`src/rtl/mac_pkg.sv`:
```
// Shared definitions for the MAC datapath: controller state encoding,
// default widths and the carry-save helper used by the multiplier tree.
package mac_pkg;

  typedef enum logic [1:0] {
    IDLE  = 2'd0,
    LOAD  = 2'd1,
    DRAIN = 2'd2,
    DONE  = 2'd3
  } mac_state_t;

  localparam int MAC_W     = 8;
  localparam int MAC_ACC_W = 24;
  localparam int MAC_LEN_W = 8;

  // 3:2 compressor on 16-bit words; returns {carry (already weighted), sum}.
  function automatic logic [31:0] csa16(input logic [15:0] x,
                                        input logic [15:0] y,
                                        input logic [15:0] z);
    logic [15:0] s;
    logic [15:0] c;
    s = x ^ y ^ z;
    c = (x & y) | (x & z) | (y & z);
    return {(c << 4'd1), s};
  endfunction

endpackage

```
`src/rtl/wm.sv`:
```
// Combinational 8x8 unsigned Wallace-tree multiplier. Partial products are
// reduced by layers of 3:2 compressors down to two rows, which a final
// carry-propagate adder sums. The carry out of that adder is always zero for
// an 8x8 product but is exposed for callers that want it.
module wm
  import mac_pkg::*;
(
  input  logic [7:0]  a,
  input  logic [7:0]  b,
  output logic [15:0] p,
  output logic        cout
);

  logic [15:0] pp [8];
  logic [31:0] t0, t1, t2, t3, t4, t5;

  // Build shifted partial products, one per multiplier bit.
  always_comb begin
    for (int i = 0; i < 8; i++) begin
      pp[i] = b[i] ? (16'(a) << i) : 16'd0;
    end
  end

  // Reduction tree: 8 rows -> 6 -> 4 -> 3 -> 2.
  assign t0 = csa16(pp[0], pp[1], pp[2]);
  assign t1 = csa16(pp[3], pp[4], pp[5]);
  assign t2 = csa16(t0[15:0], t0[31:16], t1[15:0]);
  assign t3 = csa16(t1[31:16], pp[6], pp[7]);
  assign t4 = csa16(t2[15:0], t2[31:16], t3[15:0]);
  assign t5 = csa16(t4[15:0], t4[31:16], t3[31:16]);

  assign {cout, p} = {1'b0, t5[15:0]} + {1'b0, t5[31:16]};

endmodule

```
`src/rtl/mac_seq.sv`:
```
// Dot-product sequencer: accepts len operand pairs over a valid/ready
// handshake, multiplies each through the shared wm instance, registers the
// product, accumulates it one edge later and returns the sum on an output
// handshake. Overflow is sticky for the duration of a job.
module mac_seq
  import mac_pkg::*;
#(
  parameter int W     = MAC_W,
  parameter int ACC_W = MAC_ACC_W,
  parameter int LEN_W = MAC_LEN_W
) (
  input  logic             clk,
  input  logic             rst,
  input  logic             start,
  input  logic [LEN_W-1:0] len,
  output logic             busy,
  input  logic             in_valid,
  output logic             in_ready,
  input  logic [W-1:0]     a,
  input  logic [W-1:0]     b,
  output logic             out_valid,
  input  logic             out_ready,
  output logic [ACC_W-1:0] result,
  output logic             overflow
);

  mac_state_t       state;
  logic [LEN_W-1:0] len_r;
  logic [LEN_W-1:0] cnt;
  logic [LEN_W-1:0] cnt_inc;
  logic [2*W-1:0]   p_reg;
  logic             p_vld;
  logic [ACC_W-1:0] acc;
  logic [ACC_W:0]   sum_ext;
  logic [2*W-1:0]   prod;
  logic             cout_unused;
  logic             accept;
  logic             acc_en;

  // The multiplier's carry out is always zero for a W x W product.
  wm u_wm (
    .a    (a),
    .b    (b),
    .p    (prod),
    .cout (cout_unused)
  );

  assign accept  = in_valid & in_ready & (state == LOAD);
  assign acc_en  = p_vld & ((state == LOAD) | (state == DRAIN));
  assign cnt_inc = cnt + {{(LEN_W-1){1'b0}}, 1'b1};
  assign sum_ext = {1'b0, acc} + {{(ACC_W+1-2*W){1'b0}}, p_reg};

  // Controller FSM, product pipeline stage, accumulator and registered outputs.
  always_ff @(posedge clk) begin
    if (rst) begin
      state     <= IDLE;
      len_r     <= {LEN_W{1'b0}};
      cnt       <= {LEN_W{1'b0}};
      p_reg     <= {(2*W){1'b0}};
      p_vld     <= 1'b0;
      acc       <= {ACC_W{1'b0}};
      busy      <= 1'b0;
      in_ready  <= 1'b0;
      out_valid <= 1'b0;
      result    <= {ACC_W{1'b0}};
      overflow  <= 1'b0;
    end else begin
      // Product registered on the previous edge is summed on this one.
      if (acc_en) begin
        acc <= sum_ext[ACC_W-1:0];
        if (sum_ext[ACC_W]) begin
          overflow <= 1'b1;
        end
      end
      case (state)
        IDLE: begin
          if (start) begin
            busy     <= 1'b1;
            acc      <= {ACC_W{1'b0}};
            overflow <= 1'b0;
            cnt      <= {LEN_W{1'b0}};
            p_vld    <= 1'b0;
            if (len != {LEN_W{1'b0}}) begin
              len_r    <= len;
              in_ready <= 1'b1;
              state    <= LOAD;
            end else begin
              result    <= {ACC_W{1'b0}};
              out_valid <= 1'b1;
              state     <= DONE;
            end
          end
        end
        LOAD: begin
          if (accept) begin
            p_reg <= prod;
            p_vld <= 1'b1;
            cnt   <= cnt_inc;
            if (cnt_inc == len_r) begin
              in_ready <= 1'b0;
              state    <= DRAIN;
            end
          end else begin
            p_vld <= 1'b0;
          end
        end
        DRAIN: begin
          p_vld     <= 1'b0;
          result    <= acc_en ? sum_ext[ACC_W-1:0] : acc;
          out_valid <= 1'b1;
          state     <= DONE;
        end
        DONE: begin
          if (out_ready) begin
            out_valid <= 1'b0;
            busy      <= 1'b0;
            result    <= {ACC_W{1'b0}};
            overflow  <= 1'b0;
            state     <= IDLE;
          end
        end
        default: begin
          state     <= IDLE;
          busy      <= 1'b0;
          in_ready  <= 1'b0;
          out_valid <= 1'b0;
          p_vld     <= 1'b0;
          result    <= {ACC_W{1'b0}};
          overflow  <= 1'b0;
        end
      endcase
    end
  end

endmodule

```
`config.mk`:
```
export PLATFORM = sky130hd
export DESIGN_NAME = mac_seq
export DESIGN_NICKNAME = d
export VERILOG_FILES = /design/src/rtl/mac_pkg.sv /design/src/rtl/wm.sv /design/src/rtl/mac_seq.sv
export SDC_FILE = /design/constraint.sdc
export NUM_CORES = 1
export LEC_CHECK = 0
export ABC_AREA = 0
export ABC_CLOCK_PERIOD_IN_PS = 14100
export CAP_MARGIN = 10
export CORE_MARGIN = 2
export CORE_UTILIZATION = 40
export DETAILED_ROUTE_END_ITERATION = 10
export RECOVER_POWER = 100
export SETUP_SLACK_MARGIN = 0.4
export SYNTH_ARGS = -nofsm -noshare
export SYNTH_HDL_FRONTEND = slang
export SYNTH_HIERARCHICAL = 1
export SYNTH_SLANG_ARGS = --single-unit
```
`constraint.sdc`:
```
create_clock -name clk -period 14.1 [get_ports clk]
set_clock_uncertainty 0.05 [all_clocks]
set_input_delay 2.82 -clock clk [delete_from_list [all_inputs] [get_ports clk]]
set_output_delay 2.82 -clock clk [all_outputs]
set_load 0.01 [all_outputs]
```
# == Word-level counts from Yosys, hierarchy flattened ==
# Index checks and enable logic that the tools add are counted.
# classes
n_mux,43
bitwise_logic,46
n_addsub,3
eq_ne,10
n_reduce_logical,14
# op_table
op,n
$and 15x15->15,18
$or 15x15->15,12
$mux 24,6
$xor 16x16->16,8
$pmux 24 s3,1
$add 24x16->25,1
$mux 8,3
$add 16x16->16,1
$pmux 8 s2,1
$xor 16x10->16,1
$xor 16x13->16,1
$xor 16x14->16,1
$xor 16x15->16,1
$mux 15,1
$mux 1,14
$mux 14,1
$mux 13,1
$mux 12,1
$mux 11,1
$mux 10,1
$mux 2,5
$ne 2x2->1 const B,5
$mux 9,1
$reduce_and 3->1,3
17 further kinds,27
# word_totals
elab_cells,127
output_inout_bits,28
ff_bits,87

# == Longest topological paths before layout ==
# Gate-level depths: netlist of the first run.
# logic_depth
ltp_word,14
mapped_depth,16

# == Modules after synthesis ==
# The synthesis of the first run kept the hierarchy.
# by_module_without_submodules
module,area_per_inst_um2,cells_each,instances
mac_seq,4424.2,533,1
wm,1899.3,217,1

# == Worst setup path before layout of the first run ==
# Ideal clock, no wire load.
# synth_path
kind,in2reg
start,input a[0]
end,register p_reg[13]
setup_slack_ps,7483
cell_stages,15
t_required_ps,13980
setup_ps,70
n_path_buf,0
arrival_ps,6497
cell_sequence,and2_1 fa_1 inv_1 fa_1 inv_1 fa_1 ha_1 ha_1 fa_1 a211oi_1 o21bai_1 a221oi_1 xnor2_1 nand2_1 a21oi_1
# synth_via
elab_chain_len,14
# synth_rtl
element,line,text
from (decl),mac_seq.sv:19,"input logic [W-1:0] a,"
$mux 8 (tied with other cells),wm.sv:20,pp[i] = b[i] ? (16'(a) << i) : 16'd0;
$and 15x15->15,mac_pkg.sv:23,c = (x & y) | (x & z) | (y & z);
$or 15x15->15 (2 in a row),mac_pkg.sv:23,
$and 15x15->15,mac_pkg.sv:23,
$or 15x15->15 (2 in a row),mac_pkg.sv:23,
$and 15x15->15,mac_pkg.sv:23,
$or 15x15->15 (2 in a row),mac_pkg.sv:23,
$and 15x15->15,mac_pkg.sv:23,
$or 15x15->15 (2 in a row),mac_pkg.sv:23,
$add 16x16->16 (*),wm.sv:32,"assign {cout, p} = {1'b0, t5[15:0]} + {1'b0, t5[31:16]};"
via prod[13],mac_seq.sv:35,logic [2*W-1:0] prod;
to (signal assigned),mac_seq.sv:59,p_reg <= {(2*W){1'b0}};
to (signal assigned),mac_seq.sv:96,p_reg <= prod;
to (decl),mac_seq.sv:31,logic [2*W-1:0] p_reg;
# Mark *: on every way through the listed nets, which the timed path passes. The rest lies on a longest branch.
# A chain may end at the register's enable or synchronous reset.

# == Final worst setup path of the first run ==
# layout_path
start,input b[5]
end,register p_reg[13]
# layout_via
elab_chain_len,13
# layout_rtl
element,line,text
from (decl),mac_seq.sv:20,"input logic [W-1:0] b,"
$mux 13 (*),wm.sv:20,
$and 15x15->15,mac_pkg.sv:23,
$or 15x15->15 (2 in a row),mac_pkg.sv:23,
$xor 16x14->16,mac_pkg.sv:22,s = x ^ y ^ z;
$xor 16x15->16,mac_pkg.sv:22,
$and 15x15->15,mac_pkg.sv:23,
$or 15x15->15 (2 in a row),mac_pkg.sv:23,
$and 15x15->15,mac_pkg.sv:23,
$or 15x15->15 (2 in a row),mac_pkg.sv:23,
$add 16x16->16 (*),wm.sv:32,
via prod[13],mac_seq.sv:35,
# Marked as above.

==> impl_metrics.csv, run 1 <==
group,metric,value,unit
power,pwr-share-seq,28.9,%
clock_tree,cts.clk_slew.worst_paths,0.06,ns
timing,setup_viol,0,
route,drt-pass1-iter-count,5,
route,drc,0,
worst_setup_path,path_class,"in2reg",
route,vias,5279,
synthesis,ys.warnings.count,6,
global_routing,grt_max_degree,53,
timing,clock.fmax,0.139,GHz
place,dp_hpwl,11.4,mm
power,internal_power,597,uW
route,via_per_inst,5.24,
power,irDropWorstVdd,0.0615,mV
timing,rsz0062_at_grt,"no",
clock_tree,cts_sinks,87,
clock_tree,cts_hold_buf,0,
worst_setup_path,critPathLaunch,"b[5]",
power,p_sw_share,36.0,%
global_routing,grt.total_usage,18.0,%
synthesis,syn_avg_cell_area,8.44,um2
route,totalWireLength,14.6,mm
power,clock_power_share,31.4,%
clock_tree,cts_setup_buffers,0,
route,routedWlPerCell,14.5,um
place,io_buffers,56,
timing,worstMarginPinSlew,2.40,ns
worst_setup_path,reg2reg_slack,10.81,ns
worst_setup_path,r2r_cells,9,
global_routing,antenna_found_initial,0,
cells_and_area,final_nets,906,
synthesis,syn_nets,862,
die,dieWidth,130,um
route,ant_nets,0,
worst_setup_path,cp_max_fo,8,
cells_and_area,final_util,48.1,%
cells_and_area,diodes,0,
timing,slew_violations,53,
worst_setup_path,arrival,7.40,ns
timing,tns,0,ns
power,power.density,127,nW/um2
place,dp_cells,991,
cells_and_area,nFillCells,1506,
clock_tree,cts_buffers,9,
route,drt_iter0_drc,280,
worst_hold_path,hp-class,"reg2reg",
power,p_total,933,uW
cells_and_area,area_growth,16.8,%
worst_setup_path,start_kind,"primary input",
worst_setup_path,crit_path_end,"p_reg[13]",
worst_setup_path,cp-end-kind,"flop",
cells_and_area,stdcell_count,1007,
clock_tree,htree_levels,3,
cells_and_area,drive_above_1_share,4.52,%
place,gp_congestion,0.872,
clock_tree,cts_tree,"yes",
power,power_switching,335,uW
timing,period_needed,7.20,ns
cells_and_area,mostFrequentLayoutCells,"114 x nand2_1, 87 x dfxtp_1, 76 x nor2_1",
timing,hold_viol_final,0,
die,die_h,130,um
die,row_count,45,
clock_tree,clkLatencyLatePin,0.35,ns
worst_setup_path,r2r-end,"result[15]",
global_routing,grt_pass1_vias,5081,
worst_setup_path,r2r-start,"state[0]",
die,die_area,16800,um2
timing,final_min_period_over_clock_period,51.1,%
clock_tree,cts-root-buf,"clkbuf_16",
die,num_io_pins,57,
die,coreArea,15300,um2
run_status,status,"finished with violations",
run_status,violations,"max-capacitance violations, max-slew violations",
job,drv_cap,1,
synthesis,syn_area,6310,um2
timing,whs,0.396,ns
cells_and_area,final_common_cell,"nand2_1",
clock_tree,cts_resized,0,
synthesis,synthCells,747,
timing,slew_headroom,-59.9,%
clock_tree,cts_max_path_buffers,2,
power,p_comb_share,39.7,%
worst_setup_path,cp.required,14.30,ns
die,start_util,41.2,%
global_routing,grt_pass1_wl,24.4,mm
global_routing,grt.overflow.total,0,
power,p_leak,3.08,nW
[through the flow]
step / setup slack [ns] / instance area (um2)
after CTS: 7.04 / 7400
after detailed placement: 6.68 / 7030
after global routing: 6.68 / 7360
after global placement: 6.77 / 7030
after floorplan: 7.48 / 6310
final: 6.90 / 7360
[area by class of cell]
class                   instances  area [um2]  area share (%)
inverters                      39         146            1.99
repair buffers                 57         558            7.58
well taps                     211         264            3.59
clock buffers                   9         225            3.06
multi-input cells             597        4290            58.2
clock inverters                 7         143            1.94
flip-flops and latches         87        1740            23.7
[power by group through the flow]
stage	clock network, mW	registers, mW	logic [mW]
after detailed placement	0	0.275	0.372
after global placement	0	0.274	0.366
after floorplan	0	0.274	0.289
after global routing	0.307	0.271	0.418
final	0.293	0.270	0.370
after CTS	0.298	0.270	0.376
[layer usage]
| metal | share of wire [%] | up-vias | global-route usage (%) |
|---|---|---|---|
| li1 | - | 2628 | - |
| met1 | 50 | 2532 | 24.3 |
| met2 | 46 | 101 | 29.4 |
| met3 | 3.6 | 18 | 3.47 |
| met4 | 1.1 | 0 | 4.81 |
| met5 | 0 | - | 0 |
[worst min-delay path by stage]
stage	startpoint	to	depth (start not counted)	slack, ns
2_1_floorplan	p_reg[0]	p_reg[0]	2	0.39
3_3_place_gp	result[22]	result[22]	2	0.39
3_5_place_dp	result[23]	result[23]	2	0.39
4_1_cts	result[23]	result[23]	2	0.40
5_1_grt	p_reg[2]	p_reg[2]	2	0.43
6_report	result[22]	result[22]	2	0.40
[critical path, cell delays in order]
cell and delay [ns]:
dlygate4sd3_1 0.65, and2_0 0.21, fa_1 0.54, inv_1 0.06, fa_1 0.53, inv_1 0.05, fa_1 0.43, ha_1 0.29
ha_1 0.24, fa_1 0.49, a211oi_1 0.29, o21bai_1 0.11, a221oi_1 0.32, xnor2_1 0.16, nand2_1 0.06, a21oi_1 0.14
Power figures use the tool's default switching activity.
==> inputs of run 2 (changes only) <==
--- a/config.mk
+++ b/config.mk
@@ -6,7 +6,7 @@
 export NUM_CORES = 1
 export LEC_CHECK = 0
 export ABC_AREA = 0
-export ABC_CLOCK_PERIOD_IN_PS = 14100
+export ABC_CLOCK_PERIOD_IN_PS = 7450
 export CAP_MARGIN = 10
 export CORE_MARGIN = 2
 export CORE_UTILIZATION = 40
==> constraint.sdc (replaced) <==
create_clock -name clk -period 7.45 [get_ports clk]
set_clock_uncertainty 0.05 [all_clocks]
set_input_delay 1.49 -clock clk [delete_from_list [all_inputs] [get_ports clk]]
set_output_delay 1.49 -clock clk [all_outputs]
set_load 0.01 [all_outputs]
==> results of run 2 <==
Same layout as run 1 (identical final DEF). Status: finished with violations: max-capacitance violations, max-slew violations.
Among the figures that moved: setup slack after placement 6.68 ns -> 1.36 ns; setup slack after layout 6.90 ns -> 1.58 ns; register-to-register setup slack 10.81 ns -> 4.16 ns; total power 0.933 mW -> 1.77 mW; worst IR drop on VDD 0.0615 mV -> 0.116 mV
==> inputs of run 3 (changes only) <==
--- a/config.mk
+++ b/config.mk
@@ -6,7 +6,7 @@
 export NUM_CORES = 1
 export LEC_CHECK = 0
 export ABC_AREA = 0
-export ABC_CLOCK_PERIOD_IN_PS = 7450
+export ABC_CLOCK_PERIOD_IN_PS = 5900
 export CAP_MARGIN = 10
 export CORE_MARGIN = 2
 export CORE_UTILIZATION = 40
==> constraint.sdc (replaced) <==
create_clock -name clk -period 5.9 [get_ports clk]
set_clock_uncertainty 0.05 [all_clocks]
set_input_delay 1.18 -clock clk [delete_from_list [all_inputs] [get_ports clk]]
set_output_delay 1.18 -clock clk [all_outputs]
set_load 0.01 [all_outputs]
==> impl_metrics.csv, run 3 (synthesis results as in run 1) <==
group,metric,value,unit
global_routing,grt_pass1_wl,24.4,mm
place,place_area,7050,um2
timing,tns,0,ns
cells_and_area,mostFrequentLayoutCells,"114 x nand2_1, 87 x dfxtp_1, 76 x nor2_1",
route,routedWlPerCell,14.5,um
route,drt_iter0_drc,313,
timing,slew_headroom,-59.0,%
place,io_buffers,56,
die,coreArea,15300,um2
clock_tree,cts_tree,"yes",
timing,setup_viol,0,
route,via_per_inst,5.13,
timing,slew_violations,53,
timing,hold_viol_final,0,
worst_setup_path,cp.required,5.97,ns
global_routing,antenna_found_initial,0,
route,totalWireLength,14.6,mm
die,row_count,45,
timing,period_needed,5.40,ns
clock_tree,cts.clk_slew.worst_paths,0.06,ns
worst_setup_path,path_class,"in2reg",
cells_and_area,diodes,0,
run_status,violations,"max-capacitance violations, max-slew violations",
worst_setup_path,start_kind,"primary input",
worst_hold_path,hp-class,"reg2reg",
clock_tree,cts-root-buf,"clkbuf_16",
power,p_leak,3.08,nW
global_routing,grt.overflow.total,0,
cells_and_area,drive_above_1_share,4.88,%
clock_tree,cts_sinks,87,
timing,rsz0062_at_grt,"no",
die,die_area,16800,um2
timing,clock.fmax,0.185,GHz
die,die_h,130,um
route,ant_nets,0,
clock_tree,htree_levels,3,
route,drt-pass1-iter-count,7,
global_routing,grt.total_usage,18.1,%
die,num_io_pins,57,
place,gp_congestion,0.881,
worst_setup_path,cp-end-kind,"flop",
clock_tree,cts_buffers,9,
run_status,status,"finished with violations",
power,p_total,2.20,mW
cells_and_area,area_growth,16.8,%
power,irDropWorstVdd,0.131,mV
global_routing,grt_pass1_vias,5044,
die,start_util,41.2,%
cells_and_area,final_nets,909,
route,drc,0,
timing,worstMarginPinSlew,2.38,ns
timing,final_min_period_over_clock_period,91.5,%
worst_setup_path,arrival,5.47,ns
cells_and_area,final_util,48.1,%
clock_tree,clkLatencyLatePin,0.34,ns
route,vias,5183,
cells_and_area,final_common_cell,"nand2_1",
die,dieWidth,130,um
job,drv_cap,1,
place,dp_hpwl,11.5,mm
cells_and_area,final_cell_area,7370,um2
clock_tree,cts_max_path_buffers,2,
worst_setup_path,cp_max_fo,8,
clock_tree,cts_setup_buffers,0,
power,power.density,298,nW/um2
global_routing,grt_max_degree,53,
run 3: changes by cell type in the layout (fill, tap and decap cells not counted), sizes merged:
cell	previous run	this run
clkinvlp	0	1
inv	40	41
clkbuf	11	12
buf	0	3
bufinv	4	3
clkinv	2	0
run 3: cell type report:
type | instances | area [um2]
clock buffer | 10 | 239
clock inverter | 6 | 115
fill | 1481 | 7950
inverter | 39 | 146
multi-input combinational | 597 | 4280
sequential | 87 | 1740
tap | 211 | 264
timing repair buffer | 60 | 581
run 3: metal layers:
metal  vias up  track usage [%]  routed length [um]
li1       2630                -                   -
met1      2427             24.8                7110
met2       112             30.0                6770
met3        14             3.14                 549
met4         0             3.86                 180
met5         -                0                   0
run 3: repair_timing:
action / in CTS / in global routing
endpoints found under the setup margin: 0 / 2
hold buffers: 0 / 0
gates resized for setup: 0 / 2
run 3: power breakdown:
| group | total, mW | switching, mW | internal (mW) |
|---|---|---|---|
| logic | 0.884 | 0.531 | 0.353 |
| registers | 0.644 | 0.0251 | 0.619 |
| clock network | 0.670 | 0.241 | 0.428 |
run 3: path summary, 6_finish.rpt:
| check | startpoint | endpoint | slack (ns) | cells after the start |
|---|---|---|---|---|
| max | b[4] | p_reg[13] | 0.50 | 16 |
| min | result[19] | result[19] | 0.40 | 2 |
| max reg2reg | state[0] | result[15] | 2.59 | 9 |
| min reg2reg | result[19] | result[19] | 0.40 | 2 |
run 3: metrics by stage:
stage | setup WS (ns) | hold WS, ns | instances
5_1_grt | 0.238 | 0.439 | 1010
6_report | 0.501 | 0.401 | 1010
4_1_cts | 0.517 | 0.404 | 1010
3_3_place_gp | 0.248 | 0.388 | 994
2_1_floorplan | 0.923 | 0.391 | 747
3_5_place_dp | 0.155 | 0.395 | 994
run 3: critical path: stages:
cell,delay (ns)
clkdlybuf4s50_1,0.53
and2_1,0.21
fa_1,0.50
inv_1,0.06
fa_1,0.52
inv_1,0.05
fa_1,0.43
ha_1,0.29
ha_1,0.25
fa_1,0.48
a211oi_1,0.31
o21bai_1,0.12
a221oi_1,0.31
xnor2_1,0.10
nand2_1,0.06
a21oi_1,0.07
